--- config.mk ---
export PLATFORM = sky130hd
export DESIGN_NAME = mips_bus_arbiter
export DESIGN_NICKNAME = d
export VERILOG_FILES = /design/src/rtl/mips_bus_pkg.sv /design/src/rtl/mips_bus_arbiter.sv
export SDC_FILE = /design/constraint.sdc
export NUM_CORES = 1
export LEC_CHECK = 0
export BUFFER_PORTS_ARGS = -buffer_cell sky130_fd_sc_hd__buf_2
export CAP_MARGIN = 10
export CORE_MARGIN = 2
export CORE_UTILIZATION = 46
export CTS_CLUSTER_DIAMETER = 200
export DETAILED_ROUTE_END_ITERATION = 8
export PLACE_DENSITY = 0.76
export SYNTH_ARGS = -nofsm -noshare
export SYNTH_HDL_FRONTEND = slang
export SYNTH_SLANG_ARGS = --single-unit
--- constraint.sdc ---
create_clock -name clk -period 1.9 [get_ports clk]
set_input_delay 0.285 -clock clk [delete_from_list [all_inputs] [get_ports clk]]
set_output_delay 0.285 -clock clk [all_outputs]
set_load 0.02 [all_outputs]
--- src/rtl/mips_bus_pkg.sv ---
// mips_bus_pkg: shared state encoding and port indices for the CPU bus arbiter
package mips_bus_pkg;
  typedef enum logic [1:0] {
    IDLE  = 2'b00,
    BUS_I = 2'b01,
    BUS_D = 2'b10
  } arb_state_t;
  localparam logic PORT_I = 1'b0;
  localparam logic PORT_D = 1'b1;
endpackage

--- src/rtl/mips_bus_arbiter.sv ---
// mips_bus_arbiter: round-robin sharing of one Avalon master between fetch and load/store ports
module mips_bus_arbiter
  import mips_bus_pkg::*;
#(
  parameter int ADDR_W = 32,
  parameter int DATA_W = 32
) (
  input  logic                clk,
  input  logic                reset,
  input  logic                i_req,
  input  logic [ADDR_W-1:0]   i_addr,
  output logic                i_ack,
  output logic [DATA_W-1:0]   i_rdata,
  input  logic                d_req,
  input  logic                d_we,
  input  logic [ADDR_W-1:0]   d_addr,
  input  logic [DATA_W-1:0]   d_wdata,
  input  logic [DATA_W/8-1:0] d_be,
  output logic                d_ack,
  output logic [DATA_W-1:0]   d_rdata,
  output logic [ADDR_W-1:0]   address,
  output logic                read,
  output logic                write,
  output logic [DATA_W-1:0]   writedata,
  output logic [DATA_W/8-1:0] byteenable,
  input  logic                waitrequest,
  input  logic [DATA_W-1:0]   readdata
);
  arb_state_t state, state_nx;
  logic last_grant;
  logic elig_i, elig_d, grant_i, grant_d, done;
  function automatic logic rr_pick_d(input logic ei, input logic ed, input logic last);
    return ed && (!ei || last == PORT_I);
  endfunction
  // a port whose ack is high this cycle is not eligible, so a lingering req is not re-granted
  always_comb begin
    elig_i   = i_req && !i_ack;
    elig_d   = d_req && !d_ack;
    grant_d  = state == IDLE && rr_pick_d(elig_i, elig_d, last_grant);
    grant_i  = state == IDLE && elig_i && !grant_d;
    done     = state != IDLE && !waitrequest;
    state_nx = grant_i ? BUS_I : grant_d ? BUS_D : done ? IDLE : state;
  end
  always_ff @(posedge clk) begin
    if (reset) begin
      state      <= IDLE;
      last_grant <= PORT_D;
      read       <= 1'b0;
      write      <= 1'b0;
      address    <= '0;
      writedata  <= '0;
      byteenable <= '0;
      i_ack      <= 1'b0;
      d_ack      <= 1'b0;
      i_rdata    <= '0;
      d_rdata    <= '0;
    end else begin
      state <= state_nx;
      i_ack <= done && state == BUS_I;
      d_ack <= done && state == BUS_D;
      if (grant_i) begin
        address    <= i_addr;
        read       <= 1'b1;
        write      <= 1'b0;
        byteenable <= '1;
        last_grant <= PORT_I;
      end else if (grant_d) begin
        address    <= d_addr;
        read       <= !d_we;
        write      <= d_we;
        writedata  <= d_wdata;
        byteenable <= d_be;
        last_grant <= PORT_D;
      end else if (done) begin
        read  <= 1'b0;
        write <= 1'b0;
        if (read && state == BUS_I) i_rdata <= readdata;
        if (read && state == BUS_D) d_rdata <= readdata;
      end
    end
  end
endmodule

Yosys cells after proc, flatten, opt, wreduce, memory -nomap -nowiden:

Cells that the tools add are included.
W data, S select, Z words.

* bits of input ports: 138
* logic and storage cells: 57
* bits in registers: 139

* bitwise logic cells: 3
* multiplexer cells: 13
* eq/ne operators: 2
* reductions and logical operators: 27

Operator list (number)
* $mux W32: 2
* $logic_and A1 B1 Y1: 11
* $mux W4: 2
* $reduce_and A4 Y1: 2
* $mux W1: 7
* $logic_not A1 Y1: 6
* $reduce_bool A2 Y1: 3
* $mux W2: 2
* $not A1 Y1: 3
* $reduce_bool A3 Y1: 1
* $eq A2 B1 Y1 const B: 1
* $eq A2 B2 Y1 const B: 1
* $logic_not A2 Y1: 1
* $reduce_and A2 Y1: 1
* $reduce_or A2 Y1: 1
* $logic_or A1 B1 Y1: 1

Depth between registers and ports, before layout:

* word-level depth: 10
* mapped depth: 6
* gate-level depth less buffers: 3

Least setup slack after synthesis:

OpenSTA, ideal clock, no wires.

* kind: register to register
* start: register d_ack
* end: register writedata[11]
* period minus slack after synthesis: 1.629 ns
* path buffers: 2
* library setup time: 0.132 ns
* cell stages (with the launch flop): 6
* arrival time: 1.497 ns
* path slack: 0.271 ns
* required time: 1.768 ns
* cells stage by stage: dfxtp_1 > or4b_1 > buf_2 > clkbuf_1 > o21ai_0 > a21oi_1

* word-level cells in the longest chain between the ends: 8

RTL lines
* from (decl): line mips_bus_arbiter.sv:19 `output logic d_ack,`
* from (signal assigned): line mips_bus_arbiter.sv:54 `d_ack <= 1'b0;`
* from (signal assigned): line mips_bus_arbiter.sv:60 `d_ack <= done && state == BUS_D;`
* $logic_not A1 Y1 (*): line mips_bus_arbiter.sv:38 `elig_d = d_req && !d_ack;`
* $logic_and A1 B1 Y1 (*): line mips_bus_arbiter.sv:38
* $logic_and A1 B1 Y1 (*): line mips_bus_arbiter.sv:33 `return ed && (!ei || last == PORT_I);`
* $logic_and A1 B1 Y1 (*): line mips_bus_arbiter.sv:39 `grant_d = state == IDLE && rr_pick_d(elig_i, elig_d, last_grant);`
* $logic_not A1 Y1: line mips_bus_arbiter.sv:40 `grant_i = state == IDLE && elig_i && !grant_d;`
* $logic_and A1 B1 Y1: line mips_bus_arbiter.sv:40
* $not A1 Y1 (no source line)
* $reduce_and A2 Y1 (no source line) (*)
* to (signal assigned): line mips_bus_arbiter.sv:71 `writedata <= d_wdata;`
* to (decl): line mips_bus_arbiter.sv:24 `output logic [DATA_W-1:0] writedata,`

Every way passes the cells marked *; elsewhere a longest branch is shown, timed or not.
A chain may end at the register's enable or synchronous reset.

Worst setup path in the final report:

* start: register state[1]
* end: register address[9]

* word-level cells in the longest chain between the ends: 5
* elaborated cells between the ends (all ways): 7
* classes of those cells: mux (1); reduce/logical (6)

RTL lines
* from (decl): line mips_bus_arbiter.sv:29 `arb_state_t state, state_nx;`
* from (signal assigned): line mips_bus_arbiter.sv:58 `state <= state_nx;`
* $logic_not A2 Y1 (*): line mips_bus_arbiter.sv:39, mips_bus_arbiter.sv:40
* $logic_and A1 B1 Y1: line mips_bus_arbiter.sv:39
* $logic_not A1 Y1: line mips_bus_arbiter.sv:40
* $logic_and A1 B1 Y1: line mips_bus_arbiter.sv:40
* $mux W32 / $reduce_bool A2 Y1 (equally long branches)
* to (signal assigned): line mips_bus_arbiter.sv:62 `address <= i_addr;`
* to (signal assigned): line mips_bus_arbiter.sv:68 `address <= d_addr;`
* to (decl): line mips_bus_arbiter.sv:21 `output logic [ADDR_W-1:0] address,`

Marks and branches as above.

==> metrics.cfg <==
[cts]
cts.htree.levels=4
clkSlewWorstSetupHoldPaths_ns=0.06
clk_latency_ns=0.41
clock_path_buffers=2
cts_root_buf=clkbuf_16
cts_buffers=17
post_cts_buffers=0
tritoncts=built
cts_sinks=139

[yosys]
yosysWarnings=0
ys_seq_area_share_pct=50.18
synth.most_common_cell=dfxtp_1
synth_edf_count=0
ys_ff_latch=139
synth_area_leader_cell=dfxtp_1
async_reset_ff_share_pct=0
synth_top_area_share_pct=50.18
avgSynthCellArea_um2=8.301
synthTopCellsByArea=dfxtp_1 (50%), a2111oi_0 (10%), a21oi_1 (8.7%)
syn_inst=668
syn_nets=806
yosys-top-cells-count=dfxtp_1 (139), nand2_1 (128), a21oi_1 (96)
yosysUniqueCellTypes=33
ys.flop_type=dfxtp_1
synth.cell_area_um2=5545

[worst_setup_path]
startpoint_type=register
path_cells=or4b_4 -> nor3_1 -> a2111oi_0
cp.required_ns=2.18
cp-end-kind=register
arrival_ns=1.93
path_buf_inv=0
slowest_stage=or4b_4
cp_max_fo=35
worst-setup-path-type=register to register
max_stage_delay_ns=0.75
critPathTopFamily=simple AND/OR/NAND/NOR gates

[status]
outcome=finished clean

[sta]
tns_ns=0
slew_viol_final=0
fin_crit_ns=1.652
worst_pin_slew_ns=0.4232
relSlewSlack_pct=71.06
setup_viol=0
whs_ns=0.09422
setup_slack_ns=0.2477
rsz0062_at_grt=no
fin_crit_sh_pct=86.96
fmax_ghz=0.6052
finClkSkew_ns=0.006946
final-hold-violation-count=0

[route]
vias=5801
drc=0
drtPass1Iterations=5
wire_per_inst_um=15.45
routed_via_density=5.411
detail-route-antenna-nets=0
totalWireLength_um=16570
drt_iter0_drc=710

[global_routing]
grt_first_pass_wirelength_um=26210
grt_pass1_vias=5305
busiest_layer=met2
globalRouteMet1Util_pct=31.92
grt_max_degree=52
overflow=0
use_met2_pct=39.84
grt_util_all_layers_pct=24.99
grtUsageMet3_pct=7.279
grt_antenna_before_repair=0

[final_layout]
finish.instance_area_um2=7654
finalNetCount=1050
syn2layout_area_growth_pct=38.02
utilization_pct=64.25
diodes=0
drive_above_1_share_pct=35.78
finalNonFillerCells=1072

[run]
maxCapViolations=0

[placement]
dp_slack_ns=0.1884
io_buffer_count=273
placed_area_um2=7069
dp.cells=1040
gp_congestion=0.7886
dp_hpwl_um=11020

[power_and_ir_drop]
vdd_drop_max_mv=0.7349
static-leakage-power_nw=3.302
p_per_area_nw_per_um2=1008
power_mw=7.712

[die]
io_pins=274
start_util_pct=46.55
die_h_um=113.8
row_count=40
die_area_um2=12950
core-area_um2=11910
fp.dieW_um=113.8

[hold_path]
hold_path_class=primary input to register

[cell usage in the layout, fill, tap and decap left out, types with 2 or more instances in the layout]
cell,n
a2111oi_0,64
buf_4,17
nor4bb_4,2
bufinv_16,2
buf_12,7
a211oi_1,5
a21oi_1,96
clkinv_2,2
o21ai_0,33
dfxtp_1,139
clkbuf_16,17
nand3_1,33
nor3_1,36
nor4b_1,2
inv_1,36
clkbuf_1,4
nand4bb_1,2
buf_2,272
nor2_1,5
clkinv_4,4
clkbuf_8,2
nand2_1,128
[cell type report]
cell class                      count  area (um^2)
Clock buffer                       23        467.9
Inverter                           36        135.1
Sequential cell                   139         2783
Clock inverter                      9        113.9
Timing Repair Buffer              296         1629
Multi-Input combinational cell    422         2341
Fill cell                        1057         4258
Tap cell                          147        183.9
[worst paths after layout]
path | from | cells past startpoint | end | slack, ns
hold / removal | d_we | 2 | read | 0.09
setup reg to reg | state[1] | 3 | address[9] | 0.25
setup / recovery | state[1] | 3 | address[9] | 0.25
hold reg to reg | d_rdata[24] | 2 | d_rdata[24] | 0.45
[worst reg2reg max path: cells and delay by family (launching register included)]
kind / cells / cell delay [ns]
AOI/OAI and AO/OA: 1 / 0.10
DFF: 1 / 0.37
and+or+nand+nor: 2 / 1.06
[metal layers]
metal	up-vias	part of all wire, %
li1	2854	-
met1	2644	41
met2	266	48
met3	37	8.3
met4	0	2.8
met5	-	0
[state kept, by name, summed over array words and instances, names as in the netlist, 2 cells and up]
signal      count
address        32
d_rdata        32
i_rdata        32
writedata      32
byteenable      4
state           2
[cells by family (layout without fill, tap and decap cells)]
kind of cell,after synthesis,count (layout),synth area share [%]
flops,139,139,50.18
simple gates,218,218,18.28
buf+inv,107,364,8.190
compound gates,204,204,23.35
[repair_timing]
action	4_1_cts	5_1_grt
hold buffers	0	0
resized for setup	0	1
setup endpoints to repair	0	4
[where the power goes]
group / internal (mW) / leakage, nW / switching [mW]
registers: 3.10 / 1.13 / 0.101
clock network: 2.01 / 0.286 / 1.23
logic: 0.470 / 1.88 / 0.802
No activity file was read; power rests on OpenSTA's default activity.
